$ cat config.mk
export PLATFORM = sky130hd
export DESIGN_NAME = empu_gpio_uart
export DESIGN_NICKNAME = d
export VERILOG_FILES = /design/src/rtl/empu_pkg.sv /design/src/rtl/empu_gpio_uart_if.sv /design/src/rtl/empu_uart_phy.sv /design/src/rtl/empu_gpio_uart.sv
export SDC_FILE = /design/constraint.sdc
export NUM_CORES = 1
export LEC_CHECK = 0
export CELL_PAD_IN_SITES_DETAIL_PLACEMENT = 0
export CELL_PAD_IN_SITES_GLOBAL_PLACEMENT = 1
export CORE_MARGIN = 2
export CORE_UTILIZATION = 47
export DETAILED_ROUTE_END_ITERATION = 16
export PLACE_DENSITY_LB_ADDON = 0.12
export SLEW_MARGIN = 20
export SYNTH_ARGS = -nofsm -noshare
export SYNTH_HDL_FRONTEND = slang
export SYNTH_SLANG_ARGS = --single-unit
$ cat constraint.sdc
create_clock -name sys_clk -period 4.9 [get_ports sys_clk]
set_input_delay 0.49 -clock sys_clk [delete_from_list [all_inputs] [get_ports sys_clk]]
set_output_delay 0.49 -clock sys_clk [all_outputs]
set_load 0.01 [all_outputs]
$ cat src/rtl/empu_pkg.sv
// Shared definitions for the GPIO/UART controller: command bytes, FSM states,
// reply queue layout and baud divider calculation.
package empu_pkg;

    localparam logic [7:0] CMD_W = 8'h57;
    localparam logic [7:0] CMD_E = 8'h45;
    localparam logic [7:0] CMD_R = 8'h52;
    localparam logic [7:0] RSP_K = 8'h4B;
    localparam logic [7:0] RSP_Q = 8'h3F;

    typedef enum logic [1:0] {
        ST_IDLE,
        ST_GET_HI,
        ST_GET_LO,
        ST_REPLY
    } cmd_state_e;

    typedef enum logic {
        TGT_OUT,
        TGT_OEN
    } tgt_e;

    // Up to two reply bytes; b0 is always the next one to send.
    typedef struct packed {
        logic [1:0] cnt;
        logic [7:0] b0;
        logic [7:0] b1;
    } rsp_t;

    function automatic int unsigned calc_div(input int unsigned clk_hz, input int unsigned baud);
        return clk_hz / baud;
    endfunction

endpackage

$ cat src/rtl/empu_gpio_uart_if.sv
// Byte-level handshake between the command logic (master) and the UART PHY (slave).
interface empu_gpio_uart_if;
    logic       rx_valid;
    logic [7:0] rx_data;
    logic       tx_start;
    logic [7:0] tx_data;
    logic       tx_busy;

    modport master (input rx_valid, rx_data, tx_busy, output tx_start, tx_data);
    modport slave  (output rx_valid, rx_data, tx_busy, input tx_start, tx_data);
endinterface

$ cat src/rtl/empu_uart_phy.sv
// 8N1 UART receiver and transmitter sharing one bit period of DIV clocks.
// rxd must already be synchronised to clk.
module empu_uart_phy #(
    parameter int unsigned DIV = 468
) (
    input  logic              clk,
    input  logic              rst_n,
    input  logic              rxd,
    output logic              txd,
    empu_gpio_uart_if.slave   bus
);

    localparam int unsigned     CW   = $clog2(DIV + 1);
    localparam logic [CW-1:0]   FULL = CW'(DIV - 1);
    localparam logic [CW-1:0]   HALF = CW'(DIV / 2 - 1);

    typedef enum logic [1:0] {RX_IDLE, RX_START, RX_DATA, RX_STOP} rx_state_e;

    rx_state_e     rx_st_q, rx_st_d;
    logic [CW-1:0] rx_cnt_q, rx_cnt_d;
    logic [2:0]    rx_bit_q, rx_bit_d;
    logic [7:0]    rx_sh_q, rx_sh_d;
    logic          rx_vld_q, rx_vld_d;
    logic          rx_prev_q;

    always_comb begin
        rx_st_d  = rx_st_q;
        rx_cnt_d = rx_cnt_q;
        rx_bit_d = rx_bit_q;
        rx_sh_d  = rx_sh_q;
        rx_vld_d = 1'b0;
        if (rx_st_q != RX_IDLE) rx_cnt_d = rx_cnt_q - 1'b1;
        case (rx_st_q)
            RX_IDLE: if (rx_prev_q && !rxd) begin
                rx_st_d  = RX_START;
                rx_cnt_d = HALF;
            end
            // Mid-start re-check rejects glitches shorter than half a bit.
            RX_START: if (rx_cnt_q == '0) begin
                if (rxd) rx_st_d = RX_IDLE;
                else begin
                    rx_st_d  = RX_DATA;
                    rx_cnt_d = FULL;
                    rx_bit_d = '0;
                end
            end
            RX_DATA: if (rx_cnt_q == '0) begin
                rx_sh_d  = {rxd, rx_sh_q[7:1]};
                rx_cnt_d = FULL;
                rx_bit_d = rx_bit_q + 3'd1;
                if (rx_bit_q == 3'd7) rx_st_d = RX_STOP;
            end
            RX_STOP: if (rx_cnt_q == '0) begin
                rx_st_d  = RX_IDLE;
                rx_vld_d = rxd;
            end
            default: rx_st_d = RX_IDLE;
        endcase
    end

    always_ff @(posedge clk or negedge rst_n) begin
        if (!rst_n) begin
            rx_st_q   <= RX_IDLE;
            rx_cnt_q  <= '0;
            rx_bit_q  <= '0;
            rx_sh_q   <= '0;
            rx_vld_q  <= 1'b0;
            rx_prev_q <= 1'b1;
        end else begin
            rx_st_q   <= rx_st_d;
            rx_cnt_q  <= rx_cnt_d;
            rx_bit_q  <= rx_bit_d;
            rx_sh_q   <= rx_sh_d;
            rx_vld_q  <= rx_vld_d;
            rx_prev_q <= rxd;
        end
    end

    assign bus.rx_valid = rx_vld_q;
    assign bus.rx_data  = rx_sh_q;

    logic          tx_busy_q, tx_busy_d;
    logic [CW-1:0] tx_cnt_q, tx_cnt_d;
    logic [3:0]    tx_left_q, tx_left_d;
    logic [8:0]    tx_sh_q, tx_sh_d;
    logic          txd_q, txd_d;
    logic          tx_done, tx_busy;

    // Last cycle of the stop bit counts as free so the next frame follows without a gap.
    assign tx_done     = tx_busy_q && (tx_cnt_q == '0) && (tx_left_q == '0);
    assign tx_busy     = tx_busy_q && !tx_done;
    assign bus.tx_busy = tx_busy;

    always_comb begin
        tx_busy_d = tx_busy_q;
        tx_cnt_d  = tx_cnt_q;
        tx_left_d = tx_left_q;
        tx_sh_d   = tx_sh_q;
        txd_d     = txd_q;
        if (tx_busy_q) begin
            tx_cnt_d = tx_cnt_q - 1'b1;
            if (tx_cnt_q == '0) begin
                if (tx_left_q == '0) tx_busy_d = 1'b0;
                else begin
                    txd_d     = tx_sh_q[0];
                    tx_sh_d   = {1'b1, tx_sh_q[8:1]};
                    tx_left_d = tx_left_q - 4'd1;
                    tx_cnt_d  = FULL;
                end
            end
        end
        if (bus.tx_start && !tx_busy) begin
            tx_busy_d = 1'b1;
            txd_d     = 1'b0;
            tx_sh_d   = {1'b1, bus.tx_data};
            tx_left_d = 4'd9;
            tx_cnt_d  = FULL;
        end
    end

    always_ff @(posedge clk or negedge rst_n) begin
        if (!rst_n) begin
            tx_busy_q <= 1'b0;
            tx_cnt_q  <= '0;
            tx_left_q <= '0;
            tx_sh_q   <= '1;
            txd_q     <= 1'b1;
        end else begin
            tx_busy_q <= tx_busy_d;
            tx_cnt_q  <= tx_cnt_d;
            tx_left_q <= tx_left_d;
            tx_sh_q   <= tx_sh_d;
            txd_q     <= txd_d;
        end
    end

    assign txd = txd_q;

endmodule

$ cat src/rtl/empu_gpio_uart.sv
// GPIO port controlled by byte commands over UART0: W/E write outputs/enables,
// R reads synchronised inputs. Holds synchronisers, command FSM and GPIO registers.
module empu_gpio_uart
    import empu_pkg::*;
#(
    parameter int unsigned CLK_HZ = 54_000_000,
    parameter int unsigned BAUD   = 115200
) (
    input  logic        sys_clk,
    input  logic        reset_n,
    input  logic [15:0] gpioin,
    output logic [15:0] gpioout,
    output logic [15:0] gpioouten,
    input  logic        uart0_rxd,
    output logic        uart0_txd
);

    localparam int unsigned DIV = calc_div(CLK_HZ, BAUD);

    // Assert asynchronously, release two clocks later.
    logic [1:0] rst_sync_q;
    logic       rst_n;

    always_ff @(posedge sys_clk or negedge reset_n) begin
        if (!reset_n) rst_sync_q <= '0;
        else          rst_sync_q <= {rst_sync_q[0], 1'b1};
    end
    assign rst_n = rst_sync_q[1];

    logic [1:0]  rxd_sync_q;
    logic [15:0] gpio_s1_q, gpio_s2_q;

    always_ff @(posedge sys_clk or negedge rst_n) begin
        if (!rst_n) begin
            rxd_sync_q <= 2'b11;
            gpio_s1_q  <= '0;
            gpio_s2_q  <= '0;
        end else begin
            rxd_sync_q <= {rxd_sync_q[0], uart0_rxd};
            gpio_s1_q  <= gpioin;
            gpio_s2_q  <= gpio_s1_q;
        end
    end

    empu_gpio_uart_if u_if ();

    empu_uart_phy #(.DIV(DIV)) u_phy (
        .clk   (sys_clk),
        .rst_n (rst_n),
        .rxd   (rxd_sync_q[1]),
        .txd   (uart0_txd),
        .bus   (u_if)
    );

    cmd_state_e  st_q;
    tgt_e        tgt_q;
    logic [7:0]  hi_q;
    rsp_t        rsp_q;
    logic [15:0] out_q, oen_q;

    assign u_if.tx_start = (st_q == ST_REPLY) && (rsp_q.cnt != 2'd0) && !u_if.tx_busy;
    assign u_if.tx_data  = rsp_q.b0;

    // Bytes arriving while in ST_REPLY are simply never looked at.
    always_ff @(posedge sys_clk or negedge rst_n) begin
        if (!rst_n) begin
            st_q  <= ST_IDLE;
            tgt_q <= TGT_OUT;
            hi_q  <= '0;
            rsp_q <= '0;
            out_q <= 16'h0000;
            oen_q <= 16'h0001;
        end else begin
            case (st_q)
                ST_IDLE: if (u_if.rx_valid) begin
                    case (u_if.rx_data)
                        CMD_W: begin st_q <= ST_GET_HI; tgt_q <= TGT_OUT; end
                        CMD_E: begin st_q <= ST_GET_HI; tgt_q <= TGT_OEN; end
                        CMD_R: begin
                            st_q  <= ST_REPLY;
                            rsp_q <= '{cnt: 2'd2, b0: gpio_s2_q[15:8], b1: gpio_s2_q[7:0]};
                        end
                        default: begin
                            st_q  <= ST_REPLY;
                            rsp_q <= '{cnt: 2'd1, b0: RSP_Q, b1: 8'h00};
                        end
                    endcase
                end
                ST_GET_HI: if (u_if.rx_valid) begin
                    hi_q <= u_if.rx_data;
                    st_q <= ST_GET_LO;
                end
                ST_GET_LO: if (u_if.rx_valid) begin
                    if (tgt_q == TGT_OUT) out_q <= {hi_q, u_if.rx_data};
                    else                  oen_q <= {hi_q, u_if.rx_data};
                    rsp_q <= '{cnt: 2'd1, b0: RSP_K, b1: 8'h00};
                    st_q  <= ST_REPLY;
                end
                ST_REPLY: begin
                    if (u_if.tx_start) begin
                        rsp_q.cnt <= rsp_q.cnt - 2'd1;
                        rsp_q.b0  <= rsp_q.b1;
                    end else if (rsp_q.cnt == 2'd0 && !u_if.tx_busy) begin
                        st_q <= ST_IDLE;
                    end
                end
                default: st_q <= ST_IDLE;
            endcase
        end
    end

    assign gpioout   = out_q;
    assign gpioouten = oen_q;

endmodule

---- After elaboration in Yosys (flattened, before gate mapping) ----
Cells that the tools add are included.
word-level totals
  flip-flop bits (word level) ............. 145
  bits of input ports ..................... 19
  output and inout port bits .............. 33
  logic and storage cells ................. 143
operators by class
  add/subtract/negate cells ............... 5
  eq/ne operators ......................... 24
  mux-type cells .......................... 53
  bitwise logic cells ..................... 1
  reduce and logical (&&, ||, !) cells .... 37
operators with widths
  cell                   number
  $mux W9                13
  $mux W18               2
  $pmux W18 S2           1
  $pmux W10 S3           1
  $pmux W9 S3            1
  $eq A8 B7 Y1 const B   3
  $mux W2                12
  $ne A2 B1 Y1 const B   10
  $logic_not A9 Y1       2
  $sub A9 B1 Y9 const B  2
  $mux W4                4
  $pmux W2 S4            2
  $pmux W8 S2            1
  $reduce_and A5 Y1      3
  $reduce_bool A2 Y1     7
  $reduce_and A3 Y1      4
  $mux W1                10
  $mux W10               1
  $mux W3                3
  $eq A2 B2 Y1 const B   4
  $logic_and A1 B1 Y1    8
  $ne A2 B2 Y1 const B   4
  $reduce_and A4 Y1      2
  $logic_not A2 Y1       3
  13 further kinds       17

---- Longest topological paths before layout ----
Gate-level depths: netlist of run 1.
  depth in word-level cells ............... 10
  depth in mapped cells ................... 9
  mapped depth without buffers ............ 7

---- Modules after synthesis ----
From an unflattened synthesis of run 1, not the netlist that was laid out.
unflattened totals
  cell total of the unflattened synthesis .. 458
  area, all modules ....................... 5,977.0 um^2
by module, submodules not included
  module          instances  cells each  area each (um^2)
  empu_gpio_uart  1          236         3,593.4
  empu_uart_phy   1          222         2,383.5

---- Worst setup path after synthesis of run 1 ----
OpenSTA, ideal clock, no wires.
  kind .................................... register to register
  start ................................... register u_phy.tx_left_q[0]
  end ..................................... register rsp_q[16] in the netlist's numbering
  arrival ................................. 2.142 ns
  required time ........................... 4.775 ns
  path slack .............................. 2.633 ns
  stages on the path, launching flop included .. 9
  buffers on the path ..................... 1
  cell sequence ........................... dfrtp_1 -> inv_1 -> ha_1 -> or3b_2 -> o41ai_4 -> nand2b_1 -> a21o_1 -> buf_6 -> mux2_4
on the way
  longest elaborated chain between the ends .. 8
ends and longest elaborated chain
  element                      line                  source
  start: declaration           empu_uart_phy.sv:84   logic [3:0] tx_left_q, tx_left_d;
  start signal: assignment     empu_uart_phy.sv:131  tx_left_q <= tx_left_d;
  $logic_not A4 Y1             empu_uart_phy.sv:90   assign tx_done = tx_busy_q && (tx_cnt_q == '0) && (tx_left_q == '0);
  $logic_and A1 B1 Y1          empu_uart_phy.sv:90
  $logic_not A1 Y1             empu_uart_phy.sv:91   assign tx_busy = tx_busy_q && !tx_done;
  $logic_and A1 B1 Y1          empu_uart_phy.sv:91
  $logic_not A1 Y1             empu_gpio_uart.sv:61  assign u_if.tx_start = (st_q == ST_REPLY) && (rsp_q.cnt != 2'd0) && !u_if.tx_busy;
  $logic_and A1 B1 Y1          empu_gpio_uart.sv:61
  $ne A2 B1 Y1 (no line)       --
  $reduce_and A5 Y1 (no line)  --
  end signal: assignment       empu_gpio_uart.sv:81  rsp_q <= '{cnt: 2'd2, b0: gpio_s2_q[15:8], b1: gpio_s2_q[7:0]};
  end signal: assignment       empu_gpio_uart.sv:85  rsp_q <= '{cnt: 2'd1, b0: RSP_Q, b1: 8'h00};
  end signal: assignment       empu_gpio_uart.sv:96  rsp_q <= '{cnt: 2'd1, b0: RSP_K, b1: 8'h00};
  end: declaration             empu_gpio_uart.sv:58  rsp_t rsp_q;
Every way passes these cells.
A chain may end at the register's enable or synchronous reset.

---- Final worst setup path of run 1 ----
  start ................................... register u_phy.tx_left_q[0]
  end ..................................... register rsp_q, in the netlist u_if.tx_data[4]
The elaborated chain is that of the path after synthesis.

==> summary.txt, run 1 <==
Tot Pwr - 3.68 mW
Synthesized instance count - 480
Post-synthesis sequential area ratio - 61.1%
Layout cells sized above 1 - 20.1%
Worst relative slew slack - 37.3%
Post-layout min period - 2.52 ns
Dpl cells - 688
Post-DP HPWL - 7250 um
Fin. Hold Viols - 0
Final setup vio count - 0
Die area - 0.0135 mm2
Num rows - 41
DRC - 0
Clk buf depth - 2
Critical Path AT - 2.82 ns
Fmax - 397 MHz
Root Driver - clkbuf_16
Predominant post-synthesis flop cell - dfrtp_1
Die height - 116 um
Area of the mapped netlist - 0.00592 mm2
Non-Filler Instances - 720
Leak pwr - 3.29 nW
Top post-synthesis cells by area - dfrtp_1 (55%), mux2_2 (8.7%), dfstp_2 (5.8%)
Worst-path maximum fanout - 10
Cell Area, Placed - 0.00660 mm2
Period utilization - 51.4%
RSZ-0062 raised after global routing - no
Global-route wire length before repair - 18700 um
Initial Util - 47.5%
Setup TNS - 0 ns
Hold WS - 0.234 ns
Pre-CTS setup slack - 2.38 ns
Yosys cell types - 52
Nets - 566
Initial antenna violation count - 0
Post-DR vias/cell - 5.14
Htree depth - 4
Crit path kind - flip-flop to flip-flop
Design Area, Final - 0.00726 mm2
Die Span X - 116 um
#FFs+latches synth - 144
CTS Buf Count - 17
I/O pins - 52
Number of nets with antenna violations after routing - 0
Placer congestion estimate - 0.763
Final Max Tran Viols - 0
Port bufs - 51
Area Overhead vs Synth - 22.6%
Dominant cell type by area after synthesis - dfrtp_1
Antenna Cells - 0
Req. time, crit path - 5.20 ns
Via Count - 3704
Worst Max-Slew Pin Slew - 0.938 ns
Worst setup EP type - flip-flop
Warning count from the yosys run - 0
WL per Instance - 15.1 um
Iter 0 DRT Violations - 196
Clock Skews - 0.00720 ns
Setup Buffers After CTS - 0
Final setup margin - 2.38 ns
Synth top area share - 55.3%
Maximum VDD drop - 0.294 mV
Pre-Repair DR Iteration Count - 4
Max Cap Violations - 0
Cell Pwr Density - 507 mW/mm2
Core Region - 0.0125 mm2
Async SR Flop Fraction - 100%
Clk Latency, worst-skew pair - 0.42 ns
Worst-path clk slew - 0.06 ns
Clock net sink count - 144
Tot GR Track Use - 17.9%
CTS resizes - 0
Layout Utilization - 58.3%
Vias in the first global route - 3769
CTS tree - done
Hold WC Path Type - input pin to async pin
CP Launch Type - flip-flop
Post-synth EDFFs - 0
DRT Wirelength - 10800 um
Mean Syn Cell Area - 12.3 um2
Largest net degree at the start of global routing - 53
Post-CTS Hold Fix Bufs - 0
Mapped Nets - 511
Status - finished clean
Grt ovf - 0
## cell usage in the layout, fill, tap and decap left out, drive strengths merged, types with 3 or more instances in the layout
cell type | synthesis | layout
nand2 | 53 | 53
clkdlybuf4s50 | 0 | 51
ha | 12 | 12
a22oi | 7 | 7
nor2b | 6 | 6
nand2b | 3 | 3
nand4 | 3 | 3
mux2i | 3 | 3
inv | 21 | 22
clkbuf | 15 | 24
mux2 | 56 | 56
buf | 3 | 3
and2 | 5 | 5
a21o | 4 | 4
nor4b | 5 | 5
nor3 | 11 | 11
bufinv | 0 | 5
o41ai | 3 | 3
nand3 | 15 | 15
o21ai | 28 | 28
o31ai | 3 | 3
dfstp | 13 | 13
o211ai | 3 | 3
nor4 | 4 | 4
nor2 | 18 | 18
xnor2 | 9 | 9
and3 | 5 | 5
xor2 | 3 | 3
dfrtp | 131 | 131
a21oi | 11 | 11
a211oi | 3 | 3
## critical path: stages (launching register included)
cell and delay (ns):
dfrtp_1 0.41, inv_1 0.07, ha_1 0.17, or3b_2 0.48, o41ai_4 0.42, nand2b_1 0.11
a21o_1 0.38, mux2_4 0.37
## logic make-up after synthesis
group | share of synthesized area, %
other | 0.0633
multiplexers | 11.8
buffers and inverters | 2.64
adder cells (fa/ha/maj) | 2.53
XOR/XNOR | 1.77
AO/OA/AOI/OAI | 8.13
flip-flops | 61.1
AND/OR/NAND/NOR | 12.0
## worst paths after layout
check | start | to | slack (ns) | cells after the start
worst min register to register | rst_sync_q[1] | gpioout[8] | 0.30 | 0
worst max register to register | u_phy.tx_left_q[0] | u_if.tx_data[4] | 2.38 | 7
worst max-delay path | u_phy.tx_left_q[0] | u_if.tx_data[4] | 2.38 | 7
max in group asynchronous | rst_sync_q[1] | gpio_s2_q[15] | 3.56 | 1
worst min-delay path | reset_n | rst_sync_q[0] | 0.23 | 1
min in group sys_clk | gpio_s1_q[4] | gpio_s2_q[4] | 0.35 | 0
## synthesized netlist by cell type, drive strengths merged, types with 9 or more instances
cell type / number
clkbuf: 15
xnor2: 9
nor3: 11
nor2: 18
mux2: 56
nand3: 15
a21oi: 11
ha: 12
o21ai: 28
inv: 21
dfstp: 13
dfrtp: 131
nand2: 53
## sequential cells by signal, summed over array words and instances (netlist names), 2 cells and up, named ones only
name / flops
gpio_s1_q: 16
gpio_s2_q: 16
gpioout: 16
gpioouten: 16
hi_q: 8
rsp_q: 10
rst_sync_q: 2
rxd_sync_q: 2
st_q: 2
u_if.tx_data: 8
u_phy.bus.rx_data: 8
u_phy.rx_bit_q: 3
u_phy.rx_cnt_q: 9
u_phy.tx_cnt_q: 9
u_phy.tx_left_q: 4
u_phy.tx_sh_q: 8
## power breakdown
part / switching [mW] / internal, mW
Combinational: 0.325 / 0.359
Sequential: 0.174 / 1.39
Clock: 0.475 / 0.961
## cell type report
class                   count  area (um2)
clock buffers              24         492
clock inverters             8         175
fillers                  1040        5200
inverters                  21        78.8
multi-input cells         297        2150
flip-flops and latches    144        3620
well taps                 172         215
repair buffers             54         533
## metal layers
layer	part of all wire (%)	global-route usage, %
met1	46	23.9
met2	50	27.6
met3	2.8	5.19
met4	1.2	7.86
met5	0	0
Power figures use the tool's default switching activity.
==> inputs of run 2 (changes only) <==
CORE_UTILIZATION = 42   (was 47)
clock period = 2.2 ns   (was 4.9 ns; I/O delays follow)
==> run 2 against run 1 <==
  * First-iteration DRC count rose by 6.6%
  * Die area rose by 11%
  * Wire length rose by 3.4%
  * Clock power rose by 100%
  * Global-route usage fell by 1.3 points
  * Power rose by 120%
  * Non-clock buffer count rose by 27
  * Clock skew rose by 0.0021 ns
  * Cell area rose by 3.6%
  * Critical path type unchanged
  * Highest routed layer unchanged
==> summary.txt, run 2 (synthesized netlist as in run 1, its figures left out) <==
Status - finished clean
Fin. Hold Viols - 0
Global-route wire length before repair - 19400 um
Fillcell total - 1201
Placer congestion estimate - 0.767
Final setup vio count - 0
Tot GR Track Use - 16.7%
Area Overhead vs Synth - 27.0%
Storage cell area - 0.00362 mm2
Req. time, crit path - 2.50 ns
Hold WS - 0.203 ns
Post-DR vias/cell - 5.13
CP max stage delay - 0.56 ns
WL per Instance - 14.9 um
Sum of buffers and inverters on the critical path - 1
RSZ-0062 raised after global routing - yes
Max Cap Violations - 0
Cell family with most CP delay - simple AND/OR/NAND/NOR gates
Htree depth - 4
CP Launch Type - flip-flop
Num rows - 43
Critical Path AT - 2.44 ns
Clk Latency, worst-skew pair - 0.42 ns
Fmax - 466 MHz
Pre-Repair DR Iteration Count - 4
Grt ovf - 0
Post-DP HPWL - 7520 um
Initial Util - 42.8%
Via Count - 3876
Largest net degree at the start of global routing - 67
I/O pins - 52
Iter 0 DRT Violations - 209
Crit path kind - flip-flop to flip-flop
Worst-path clk slew - 0.07 ns
Die Span X - 123 um
Design Area, Final - 0.00752 mm2
Most frequent cells in the layout - dfrtp_1 (130), nand2_1 (51), clkdlybuf4s50_1 (51), mux2_2 (45), o21ai_0 (28)
CP max-delay cell - or4_4
Maximum VDD drop - 0.628 mV
Vias in the first global route - 3952
Initial antenna violation count - 0
Root Driver - clkbuf_16
Number of nets with antenna violations after routing - 0
CTS Buf Count - 17
Tot Pwr - 8.19 mW
Leak pwr - 3.42 nW
Antenna Cells - 0
Post-layout min period - 2.15 ns
Clk buf depth - 2
Area of the multi-input gates - 0.00220 mm2
CTS tree - done
Clock net sink count - 144
Period utilization - 97.5%
Cell Area, Placed - 0.00686 mm2
Worst relative slew slack - 63.3%
Worst setup EP type - flip-flop
Cell Pwr Density - 1090 mW/mm2
Die height - 123 um
Core Region - 0.0138 mm2
Nets - 593
Clock Skews - 0.00929 ns
DRT Wirelength - 11200 um
Hold WC Path Type - input pin to flip-flop
Dpl cells - 721
Crit-path cells - or4_4, o41ai_4, nand2b_1, a21o_1, buf_12, mux2_4
Worst Max-Slew Pin Slew - 0.543 ns
DRC - 0
Layout cells sized above 1 - 25.6%
Commonest non-fill, non-tap cell in the layout - dfrtp_1
Die area - 0.0151 mm2
Non-Filler Instances - 755
Worst-path maximum fanout - 10
Port bufs - 51
Final Max Tran Viols - 0
==> run 2: cell count changes in the layout (fill, tap and decap cells not counted), sizes merged <==
cell / before / now
buf: 3 / 29
clkbuf: 24 / 19
bufinv: 5 / 2
clkinv: 1 / 4
inv: 22 / 25
clkinvlp: 1 / 3
dlygate4sd3: 0 / 1
==> run 2: area by class of cell <==
type / count / share of cell area (%)
clock buffers: 19 / 5.89
clock inverters: 13 / 2.05
repair buffers: 81 / 10.6
well taps: 180 / 2.99
multi-input cells: 297 / 29.2
inverters: 21 / 1.05
flip-flops and latches: 144 / 48.2
==> run 2: through the flow <==
stage | TNS, ns | worst slack, ns | util, %
CTS | 0 | 0.00100 | 54.1
global placement | -0.00218 | -0.00218 | 49.6
global route | -0.344 | -0.0394 | 54.4
floorplan | 0 | 0.0117 | -
finish | 0 | 0.0546 | 54.4
detailed placement | -0.0507 | -0.0507 | 49.6
==> run 2: report_power, final <==
| part | switching (mW) | leakage, nW | internal, mW |
|---|---|---|---|
| clock | 1.16 | 0.284 | 1.72 |
| sequential | 0.360 | 1.79 | 3.09 |
| combinational | 0.833 | 1.34 | 1.02 |
==> run 2: layer usage <==
| layer | vias up | track usage [%] | wire length [um] |
|---|---|---|---|
| li1 | 1849 | - | - |
| met5 | - | 0 | 0 |
| met3 | 17 | 5.20 | 317 |
| met4 | 0 | 5.89 | 183 |
| met2 | 43 | 25.4 | 5320 |
| met1 | 1967 | 22.5 | 5390 |
==> run 2: final timing paths <==
| check | start | endpoint | slack [ns] | cells past startpoint |
|---|---|---|---|---|
| worst max-delay path | u_phy.tx_cnt_q[7] | u_if.tx_data[6] | 0.05 | 6 |
| worst min-delay path | uart0_rxd | rxd_sync_q[0] | 0.20 | 1 |
| worst max register to register | u_phy.tx_cnt_q[7] | u_if.tx_data[6] | 0.05 | 6 |
| worst min register to register | rst_sync_q[1] | gpioouten[8] | 0.28 | 0 |
| max in group asynchronous | rst_sync_q[1] | u_phy.rx_prev_q | 1.19 | 1 |
| min in group asynchronous | rst_sync_q[1] | gpioouten[8] | 0.28 | 0 |
==> run 2: repair_timing <==
item / CTS / global route
pin swaps: 1 / 3
hold buffers: 1 / 0
endpoints found under the hold margin: 2 / 0
setup endpoints to repair: 7 / 28
setup buffers: 1 / 0
resized for setup: 3 / 10
==> run 2: worst register-to-register path, stage by stage, from the launching register on <==
cell	delay, ns
dfrtp_1	0.38
or4_4	0.56
o41ai_4	0.36
nand2b_1	0.09
a21o_1	0.19
buf_12	0.15
mux2_4	0.29
